$ cat src/rtl/heap_level_stage.sv
// Sift-down stage for one level of a pipelined min-heap. It compares a replace
// token with the two children of its hole, writes the smaller value back upstream
// and, when the token moves down, hands it to the next stage.
module heap_level_stage #(
  parameter int DATA_WIDTH   = 32,
  parameter int ADDR_WIDTH   = 5,
  parameter int LEVEL        = 1,
  parameter int HAS_CHILDREN = 1
) (
  input  logic                  clk,
  input  logic                  rst_n,
  input  logic                  in_valid,
  output logic                  in_ready,
  input  logic [DATA_WIDTH-1:0] in_data,
  input  logic [ADDR_WIDTH-1:0] in_hole,
  output logic                  wb_up_valid,
  output logic [ADDR_WIDTH-1:0] wb_up_addr,
  output logic [DATA_WIDTH-1:0] wb_up_data,
  output logic                  out_valid,
  input  logic                  out_ready,
  output logic [DATA_WIDTH-1:0] out_data,
  output logic [ADDR_WIDTH-1:0] out_hole,
  input  logic                  wb_dn_valid,
  input  logic [ADDR_WIDTH-1:0] wb_dn_addr,
  input  logic [DATA_WIDTH-1:0] wb_dn_data,
  output logic [ADDR_WIDTH-1:0] ram_addr_a,
  output logic [ADDR_WIDTH-1:0] ram_addr_b,
  output logic [DATA_WIDTH-1:0] ram_data_a,
  output logic                  ram_we_a,
  input  logic [DATA_WIDTH-1:0] ram_q_a,
  input  logic [DATA_WIDTH-1:0] ram_q_b,
  output logic                  err
);

  typedef enum logic [2:0] {
    IDLE    = 3'd0,
    READ    = 3'd1,
    COMMIT  = 3'd2,
    FWD     = 3'd3,
    WAIT_WB = 3'd4
  } state_t;

  // A level holds 1<<LEVEL entries, so child indices never exceed LEVEL bits.
  localparam logic [ADDR_WIDTH-1:0] LEVEL_MASK = ADDR_WIDTH'((1 << LEVEL) - 1);

  state_t                  state_r, state_s;
  logic [DATA_WIDTH-1:0]   v_r, c_r, min_s;
  logic [ADDR_WIDTH-1:0]   q_r, ci_r, child_a_s, child_b_s;
  logic                    stop_r, stop_s, sel_b_s, run_r, err_r;

  assign err = err_r;

  // Child selection: the right child wins only when strictly smaller.
  always_comb begin
    child_a_s = {q_r[ADDR_WIDTH-2:0], 1'b0} & LEVEL_MASK;
    child_b_s = {q_r[ADDR_WIDTH-2:0], 1'b1} & LEVEL_MASK;
    sel_b_s   = (ram_q_b < ram_q_a);
    min_s     = sel_b_s ? ram_q_b : ram_q_a;
    if (HAS_CHILDREN == 0) begin
      stop_s = 1'b1;
    end else begin
      stop_s = (v_r <= min_s);
    end
  end

  // Next-state and output decode.
  always_comb begin
    state_s     = state_r;
    in_ready    = 1'b0;
    wb_up_valid = 1'b0;
    wb_up_addr  = {ADDR_WIDTH{1'b0}};
    wb_up_data  = {DATA_WIDTH{1'b0}};
    out_valid   = 1'b0;
    out_data    = {DATA_WIDTH{1'b0}};
    out_hole    = {ADDR_WIDTH{1'b0}};
    ram_addr_a  = {ADDR_WIDTH{1'b0}};
    ram_addr_b  = {ADDR_WIDTH{1'b0}};
    ram_data_a  = {DATA_WIDTH{1'b0}};
    ram_we_a    = 1'b0;
    case (state_r)
      IDLE: begin
        in_ready = run_r;
        if (in_valid && run_r) begin
          state_s = READ;
        end else begin
          state_s = IDLE;
        end
      end
      READ: begin
        if (HAS_CHILDREN != 0) begin
          ram_addr_a = child_a_s;
          ram_addr_b = child_b_s;
        end else begin
          ram_addr_a = {ADDR_WIDTH{1'b0}};
          ram_addr_b = {ADDR_WIDTH{1'b0}};
        end
        state_s = COMMIT;
      end
      COMMIT: begin
        wb_up_valid = 1'b1;
        wb_up_addr  = q_r;
        wb_up_data  = stop_r ? v_r : c_r;
        state_s     = stop_r ? IDLE : FWD;
      end
      FWD: begin
        out_valid = 1'b1;
        out_data  = v_r;
        out_hole  = ci_r;
        state_s   = out_ready ? WAIT_WB : FWD;
      end
      WAIT_WB: begin
        // Stay closed until the child's hole write has landed in this level.
        if (wb_dn_valid) begin
          ram_we_a   = 1'b1;
          ram_addr_a = wb_dn_addr;
          ram_data_a = wb_dn_data;
          state_s    = IDLE;
        end else begin
          state_s = WAIT_WB;
        end
      end
      default: state_s = IDLE;
    endcase
  end

  // State register.
  always_ff @(posedge clk or negedge rst_n) begin
    if (!rst_n) begin
      state_r <= IDLE;
    end else begin
      state_r <= state_s;
    end
  end

  // Token capture in IDLE and compare result capture in READ.
  always_ff @(posedge clk or negedge rst_n) begin
    if (!rst_n) begin
      v_r    <= {DATA_WIDTH{1'b0}};
      q_r    <= {ADDR_WIDTH{1'b0}};
      c_r    <= {DATA_WIDTH{1'b0}};
      ci_r   <= {ADDR_WIDTH{1'b0}};
      stop_r <= 1'b0;
    end else begin
      if (state_r == IDLE && in_valid && run_r) begin
        v_r <= in_data;
        q_r <= in_hole;
      end
      if (state_r == READ) begin
        stop_r <= stop_s;
        c_r    <= min_s;
        ci_r   <= sel_b_s ? child_b_s : child_a_s;
      end
    end
  end

  // Ready gating out of reset and the sticky protocol-error flag.
  always_ff @(posedge clk or negedge rst_n) begin
    if (!rst_n) begin
      run_r <= 1'b0;
      err_r <= 1'b0;
    end else begin
      run_r <= 1'b1;
      if (wb_dn_valid && state_r != WAIT_WB) begin
        err_r <= 1'b1;
      end
    end
  end

endmodule

$ cat config.mk
export PLATFORM = sky130hd
export DESIGN_NAME = heap_level_stage
export DESIGN_NICKNAME = d
export VERILOG_FILES = /design/src/rtl/heap_level_stage.sv
export SDC_FILE = /design/constraint.sdc
export NUM_CORES = 1
export LEC_CHECK = 0
export CAP_MARGIN = 30
export CORE_UTILIZATION = 35
export CTS_CLUSTER_SIZE = 12
export DETAILED_ROUTE_END_ITERATION = 8
export PLACE_DENSITY = 0.69
export RECOVER_POWER = 25
export SETUP_SLACK_MARGIN = 0.02
export SLEW_MARGIN = 10
export SYNTH_ARGS = -nofsm -noshare
export SYNTH_HDL_FRONTEND = slang
export SYNTH_SLANG_ARGS = --single-unit
$ cat constraint.sdc
create_clock -name clk -period 2 [get_ports clk]
set_clock_uncertainty 0.15 [all_clocks]
set_input_delay 0.2 -clock clk [delete_from_list [all_inputs] [get_ports clk]]
set_output_delay 0.2 -clock clk [all_outputs]
set_load 0.01 [all_outputs]
==> run_results.csv, run 1 <==
group,metric,value,unit
run_status,status,"finished, violations left",
run_status,failed_checks,"setup timing",
logic_synthesis,yosys.area_share.simple,0.175,
floorplanning,pin_count,264,
drt,wl_per_cell,20.7,µm
drt,dr.pass1.iters,4,
worst_setup_path,cp_slowest_stage_delay,360,ps
sta,fmax,308,MHz
logic_synthesis,syn_inst,684,
clocking,cts.clk_slew.worst_paths,60,ps
placed_design,dpl.hpwl,16800,µm
logic_synthesis,synth.distinct_cells,52,
sta,grt_setup_unrepaired,"true",
sta,setup_violations,138,
grt,grt_pass1_vias,7291,
clocking,htreeDepth,3,
logic_synthesis,synth_mux_area_frac,0.122,
grt,grt_max_degree,38,
clocking,clk_path_buf_depth,2,
clocking,cts_buffers,9,
clocking,root_buffer,"clkbuf_16",
clocking,clkLatencyLatePin,350,ps
grt,grt_pass1_wl,40500,µm
worst_setup_path,cpLargestDelayFamily,"simple AND/OR/NAND/NOR gates",
logic_synthesis,avgSynthCellArea,8.84,µm²
hold_path,worstHoldStart,"ram_q_b[28]",
worst_setup_path,cp.required,2090,ps
placed_design,place_congestion,0.879,
logic_synthesis,synth_compound_area_frac,0.188,
clocking,cts_tree,"done",
sta,finalWorstSetupSlack,-1250,ps
drt,vias_per_cell,5.28,
worst_setup_path,worst_path_most_repeated_cell,"buf_4",
sta,period_needed,3250,ps
worst_setup_path,cp-start-kind,"input pin",
power_and_ir_drop,cellPowerDensity,1060,nW/µm²
floorplanning,fp.dieW,133,µm
logic_synthesis,ys.warnings.count,0,
logic_synthesis,ys_ff_latch,76,
drt,drtAntennaViolNets,0,
finish,utilization,0.758,
power_and_ir_drop,max-vdd-ir-drop,0.726,mV
logic_synthesis,ys_seq_area_frac,0.314,
worst_setup_path,rr_startpoint,"v_r[28]",
worst_setup_path,cp.arrival,3340,ps
run,maxCapViolCount,0,
floorplanning,core_area,16700,µm²
sta,slew_violations,0,
grt,antenna_found_initial,2,
hold_path,hp-class,"in -> reg",
finish,syn_to_final_growth,109,%
worst_setup_path,worstPathCellList,"buf_6 > inv_4 > ha_4 > buf_4 > a21oi_1 > nand2_1 > a221oi_2 > nand2_2 > buf_4 > nor2_4 > buf_12 > a21boi_1 > ha_1 > nand4_1 > buf_4 > nor3_2 > nand4_1 > a31oi_1 > o21ai_1",
logic_synthesis,ys.flop_type,"dfrtp_1",
sta,slew_headroom,0.363,
worst_setup_path,critPathBufInv,6,
power_and_ir_drop,p_leak,5.68,nW
drt,routed_wl,28000,µm
placed_design,pre_cts_ws,-2040,ps
clocking,cts.sinks,76,
sta,hold_violations,0,
worst_setup_path,slowest_stage,"a221oi_2",
floorplanning,dieHeight,133,µm
worst_setup_path,worstSetupPathType,"in -> reg",
grt,grt.overflow.total,0,
grt,grt_usage,0.300,
worst_setup_path,crit_fanout,7,
logic_synthesis,async_flop_share,1.00,
worst_setup_path,critPathLaunch,"ram_q_a[30]",
logic_synthesis,synth_top_family_by_area,"compound AO/OA/AOI/OAI gates",
floorplanning,dieArea,17800,µm²
logic_synthesis,synth-xor-area-share,0,
logic_synthesis,synth_edf_count,0,
drt,drt-initial-drc-count,300,
sta,setup_tns,-25780,ps
power_and_ir_drop,power,13.4,mW
placed_design,io_buffers,255,
floorplanning,row_count,47,
logic_synthesis,syn_area,6050,µm²
floorplanning,start_util,0.362,
finish,drive_gt1_frac,0.615,
sta,finalCritPeriodShare,1.62,
sta,tightestPinTransition,956,ps
finish,nets,1334,
drt,vias,7148,
drt,drc,0,
logic_synthesis,synth_adder_area_share,0.130,
worst_setup_path,endpoint_kind,"flip-flop",
==> final timing paths <==
path                            cells past startpoint  slack [ps]      end
worst max register to register                      7         -70   stop_r
min in group asynchronous                           2         380  c_r[19]
worst min register to register                      1         340      err
worst max-delay path                               19       -1250   stop_r
worst min-delay path                                3          30  c_r[28]
max in group asynchronous                           3         580      err
==> worst register-to-register path, cell delays in order, from the launching register on <==
cell and delay [ps]:
dfrtp_1 450, ha_1 320, nand4_1 140, buf_4 180, nor3_2 250, nand4_1 190
a31oi_1 190, o21ai_1 90
==> power breakdown <==
group	internal (mW)	switching (mW)
clock network	1.12	0.704
logic	4.60	4.01
registers	2.30	0.707
total	8.02	5.42
==> timing repair <==
| action | in CTS | in global routing |
|---|---|---|
| gates resized for setup | 956 | 287 |
| endpoints found under the setup margin | 146 | 149 |
| buffers inserted | 76 | 36 |
| cloned | 15 | 0 |
| hold buffers | 1 | 0 |
| pin swaps | 129 | 82 |
| hold endpoints to repair | 31 | 0 |
==> area by class of cell <==
type / instances / area (µm²)
repair buffers: 476 / 4830
multi-input cells: 527 / 5160
flip-flops and latches: 76 / 1900
clock buffers: 11 / 243
inverters: 38 / 170
fillers: 1099 / 4040
diodes: 1 / 2.50
clock inverters: 4 / 73.8
well taps: 220 / 275
==> cells by family (layout without fill, tap and decap cells) <==
kind of cell	Yosys count	count (layout)
and+or+nand+nor	202	202
other	2	10
DFF	76	76
muxes	69	69
buffers and inverters	89	529
adders and majority gates	63	63
AOI/OAI and AO/OA	183	184
==> cell usage in the layout, fill, tap and decap left out, types with 8 or more instances in the layout <==
cell type        count
inv_4                8
a21oi_1             28
clkbuf_16            9
mux2i_1             32
inv_1               11
clkdlybuf4s50_1     78
clkbuf_2             9
nand2_1             18
buf_12              21
a21boi_1            25
ha_4                27
and2_4              69
nor2_4              32
nand4_1              8
buf_2               36
o21ai_2             17
a31oi_1             10
inv_2               18
a31oi_4             22
dfrtp_1             75
o21ai_0              9
a21oi_2             23
buf_6              170
nor2_1              39
o21ai_1             18
conb_1               9
buf_4              127
mux2_2              37
ha_1                34
buf_8               20
==> layer usage <==
metal	routed length, µm	part of all wire	global-route usage	vias up
li1	-	-	-	3296
met1	11000	0.39	0.338	3513
met2	14400	0.51	0.545	277
met3	1550	0.055	0.0632	60
met4	1040	0.037	0.121	2
met5	13	0.00046	0	-
==> state kept, by name, indices dropped and copies added, names as in the netlist <==
register  count
state_r       3
q_r           5
run_r         1
ci_r          1
err           1
v_r          32
c_r          32
stop_r        1
==> synth_stat cells, types with 3 or more instances <==
library cell	count	area [µm²]
ha_1	63	788
nand2_1	20	75.1
a21oi_1	51	255
nor3_1	4	20.0
buf_2	8	40.0
mux2i_1	32	320
and2_1	76	475
buf_6	6	67.6
buf_4	9	67.6
nor2_1	73	274
buf_1	5	18.8
a21boi_1	28	210
a21o_1	7	52.6
a31oi_1	33	206
mux2_2	37	417
o21ai_0	14	70.1
dfrtp_1	76	1900
and4_1	3	26.3
clkbuf_1	23	86.3
nand4_1	8	50.1
o21ai_1	29	145
nand3_1	7	35.0
inv_1	37	139
==> through the flow <==
step | std cells | cell area (µm²) | hold WS [ps]
5_1_grt | 1353 | 12700 | 48.3
6_report | 1353 | 12700 | 30.4
4_1_cts | 1343 | 11600 | 32.8
3_3_place_gp | 1236 | 9820 | 42.9
2_1_floorplan | 691 | 6270 | -246
3_5_place_dp | 1236 | 9820 | 44.8
No activity file was read; power rests on OpenSTA's default activity.
==> inputs of run 2 (changes only) <==
- clock period: 2 -> 3.42 ns (I/O delays scaled with it)
==> run_results.csv, run 2 (synthesis results as in run 1) <==
group,metric,value,unit
run_status,status,"finished, violations left",
run_status,failed_checks,"setup timing",
hold_path,hp-class,"in -> reg",
clocking,htreeDepth,3,
clocking,cts_tree,"done",
floorplanning,dieArea,17800,µm²
finish,syn_to_final_growth,66.9,%
clocking,root_buffer,"clkbuf_16",
sta,setup_violations,1,
sta,tightestPinTransition,1430,ps
power_and_ir_drop,cellPowerDensity,588,nW/µm²
clocking,cts_buffers,9,
drt,routed_wl,21500,µm
hold_path,min_path_cells,4,
finish,regArea,1900,µm²
worst_setup_path,crit_fanout,6,
finish,fill_cells,1506,
placed_design,place_congestion,0.854,
worst_setup_path,worstSetupPathType,"in -> reg",
floorplanning,start_util,0.362,
finish,layout_common_cells,"clkdlybuf4s50_1, buf_4, and2_1, dfrtp_1, nor2_1",
drt,dr.pass1.iters,5,
hold_path,holdPathEnd,"c_r[30]",
grt,grt_usage,0.246,
sta,hold_violations,0,
floorplanning,pin_count,264,
sta,slew_headroom,0.0478,
worst_setup_path,endpoint_kind,"flip-flop",
sta,whs,241,ps
worst_setup_path,cp.required,3540,ps
grt,grt_pass1_vias,6584,
power_and_ir_drop,max-vdd-ir-drop,0.400,mV
sta,finalCritPeriodShare,1.01,
worst_setup_path,cp.arrival,3590,ps
worst_setup_path,r2r-end,"c_r[15]",
floorplanning,dieHeight,133,µm
sta,fmax,288,MHz
worst_setup_path,r2r_cells,6,
clocking,cts.sinks,76,
sta,finalWorstSetupSlack,-49.3,ps
placed_design,io_buffers,255,
worst_setup_path,rr_startpoint,"state_r[1]",
sta,grt_setup_unrepaired,"true",
finish,multi_input_area,4120,µm²
floorplanning,core_area,16700,µm²
power_and_ir_drop,power,5.94,mW
grt,grt.overflow.total,0,
finish,drive_gt1_frac,0.225,
finish,nets,1223,
finish,top_regs,"c_r x32, v_r x32, q_r x5",
clocking,cts.clk_slew.worst_paths,60,ps
drt,wl_per_cell,17.3,µm
grt,grt_max_degree,52,
sta,slew_violations,0,
finish,utilization,0.605,
drt,drc,0,
drt,vias,6374,
grt,grt_pass1_wl,34100,µm
floorplanning,fp.dieW,133,µm
hold_path,worstHoldStart,"ram_q_a[30]",
clocking,clk_path_buf_depth,2,
finish,final_common_cell,"clkdlybuf4s50_1",
clocking,clkLatencyLatePin,350,ps
worst_setup_path,cp-start-kind,"input pin",
power_and_ir_drop,p_leak,4.45,nW
sta,period_needed,3470,ps
grt,antenna_found_initial,3,
drt,vias_per_cell,5.13,
drt,drt-initial-drc-count,274,
floorplanning,row_count,47,
placed_design,dpl.hpwl,15800,µm
drt,drtAntennaViolNets,0,
worst_setup_path,r2r_slack,1310,ps
run,maxCapViolCount,0,
-- run 2: cell type report --
type                            count  area share
Antenna cell                        3    0.000743
Clock inverter                      5     0.00545
Sequential cell                    76       0.188
Tap cell                          220      0.0273
Multi-Input combinational cell    526       0.408
Clock buffer                        9      0.0223
Timing Repair Buffer              366       0.334
Inverter                           38      0.0141
-- run 2: how the worst max path moves through the flow --
stage,endpoint,slack [ps],cells after the start,startpoint
finish,stop_r,-50,18,ram_q_a[27]
global route,stop_r,-260,16,ram_q_b[27]
CTS,stop_r,20,14,ram_q_b[15]
detailed placement,stop_r,-790,17,ram_q_a[27]
global placement,stop_r,-730,19,ram_q_a[5]
floorplan,stop_r,40,14,ram_q_a[14]
-- run 2: power breakdown --
part | switching [mW] | internal, mW
clock | 0.396 | 0.554
combinational | 1.52 | 1.71
sequential | 0.416 | 1.34
-- run 2: stage by stage --
step | std cells | setup slack [ps] | cell area, µm² | setup TNS [ps]
final | 1243 | -49.3 | 10100 | -49.3
after global routing | 1243 | -256 | 10100 | -797
after CTS | 1240 | 20.9 | 10100 | 0
after detailed placement | 1218 | -786 | 9450 | -786
after global placement | 1217 | -725 | 9430 | -725
after floorplan | 691 | 37.0 | 6090 | 0
-- run 2: what timing repair did --
action / in CTS / in global routing
gates cloned: 1 / 0
gates resized for setup: 125 / 8
endpoints found under the setup margin: 1 / 1
pin swaps: 51 / 2
hold endpoints to repair: 25 / 0
hold buffers: 1 / 0
buffers inserted: 7 / 0
-- run 2: routing by layer --
metal  up-vias  global-route usage  routed length, µm
met5         -                   0                  0
met4         0               0.100                497
met3        32              0.0510               1420
met2       246               0.435              10800
met1      3023               0.288               8800
li1       3073                   -                  -
-- run 2: critical path, stage by stage --
cell and delay, ps:
dlygate4sd2_1 240, inv_1 50, ha_1 320, nand4_1 240, nor4_4 270, and3_4 250
a22o_4 180, buf_4 150, o21ai_1 80, a21boi_2 150, ha_1 290, nand4_1 210
nor3_2 250, buf_4 150, nand4_1 80, nor4_1 180, a21oi_1 60, o21ai_1 90
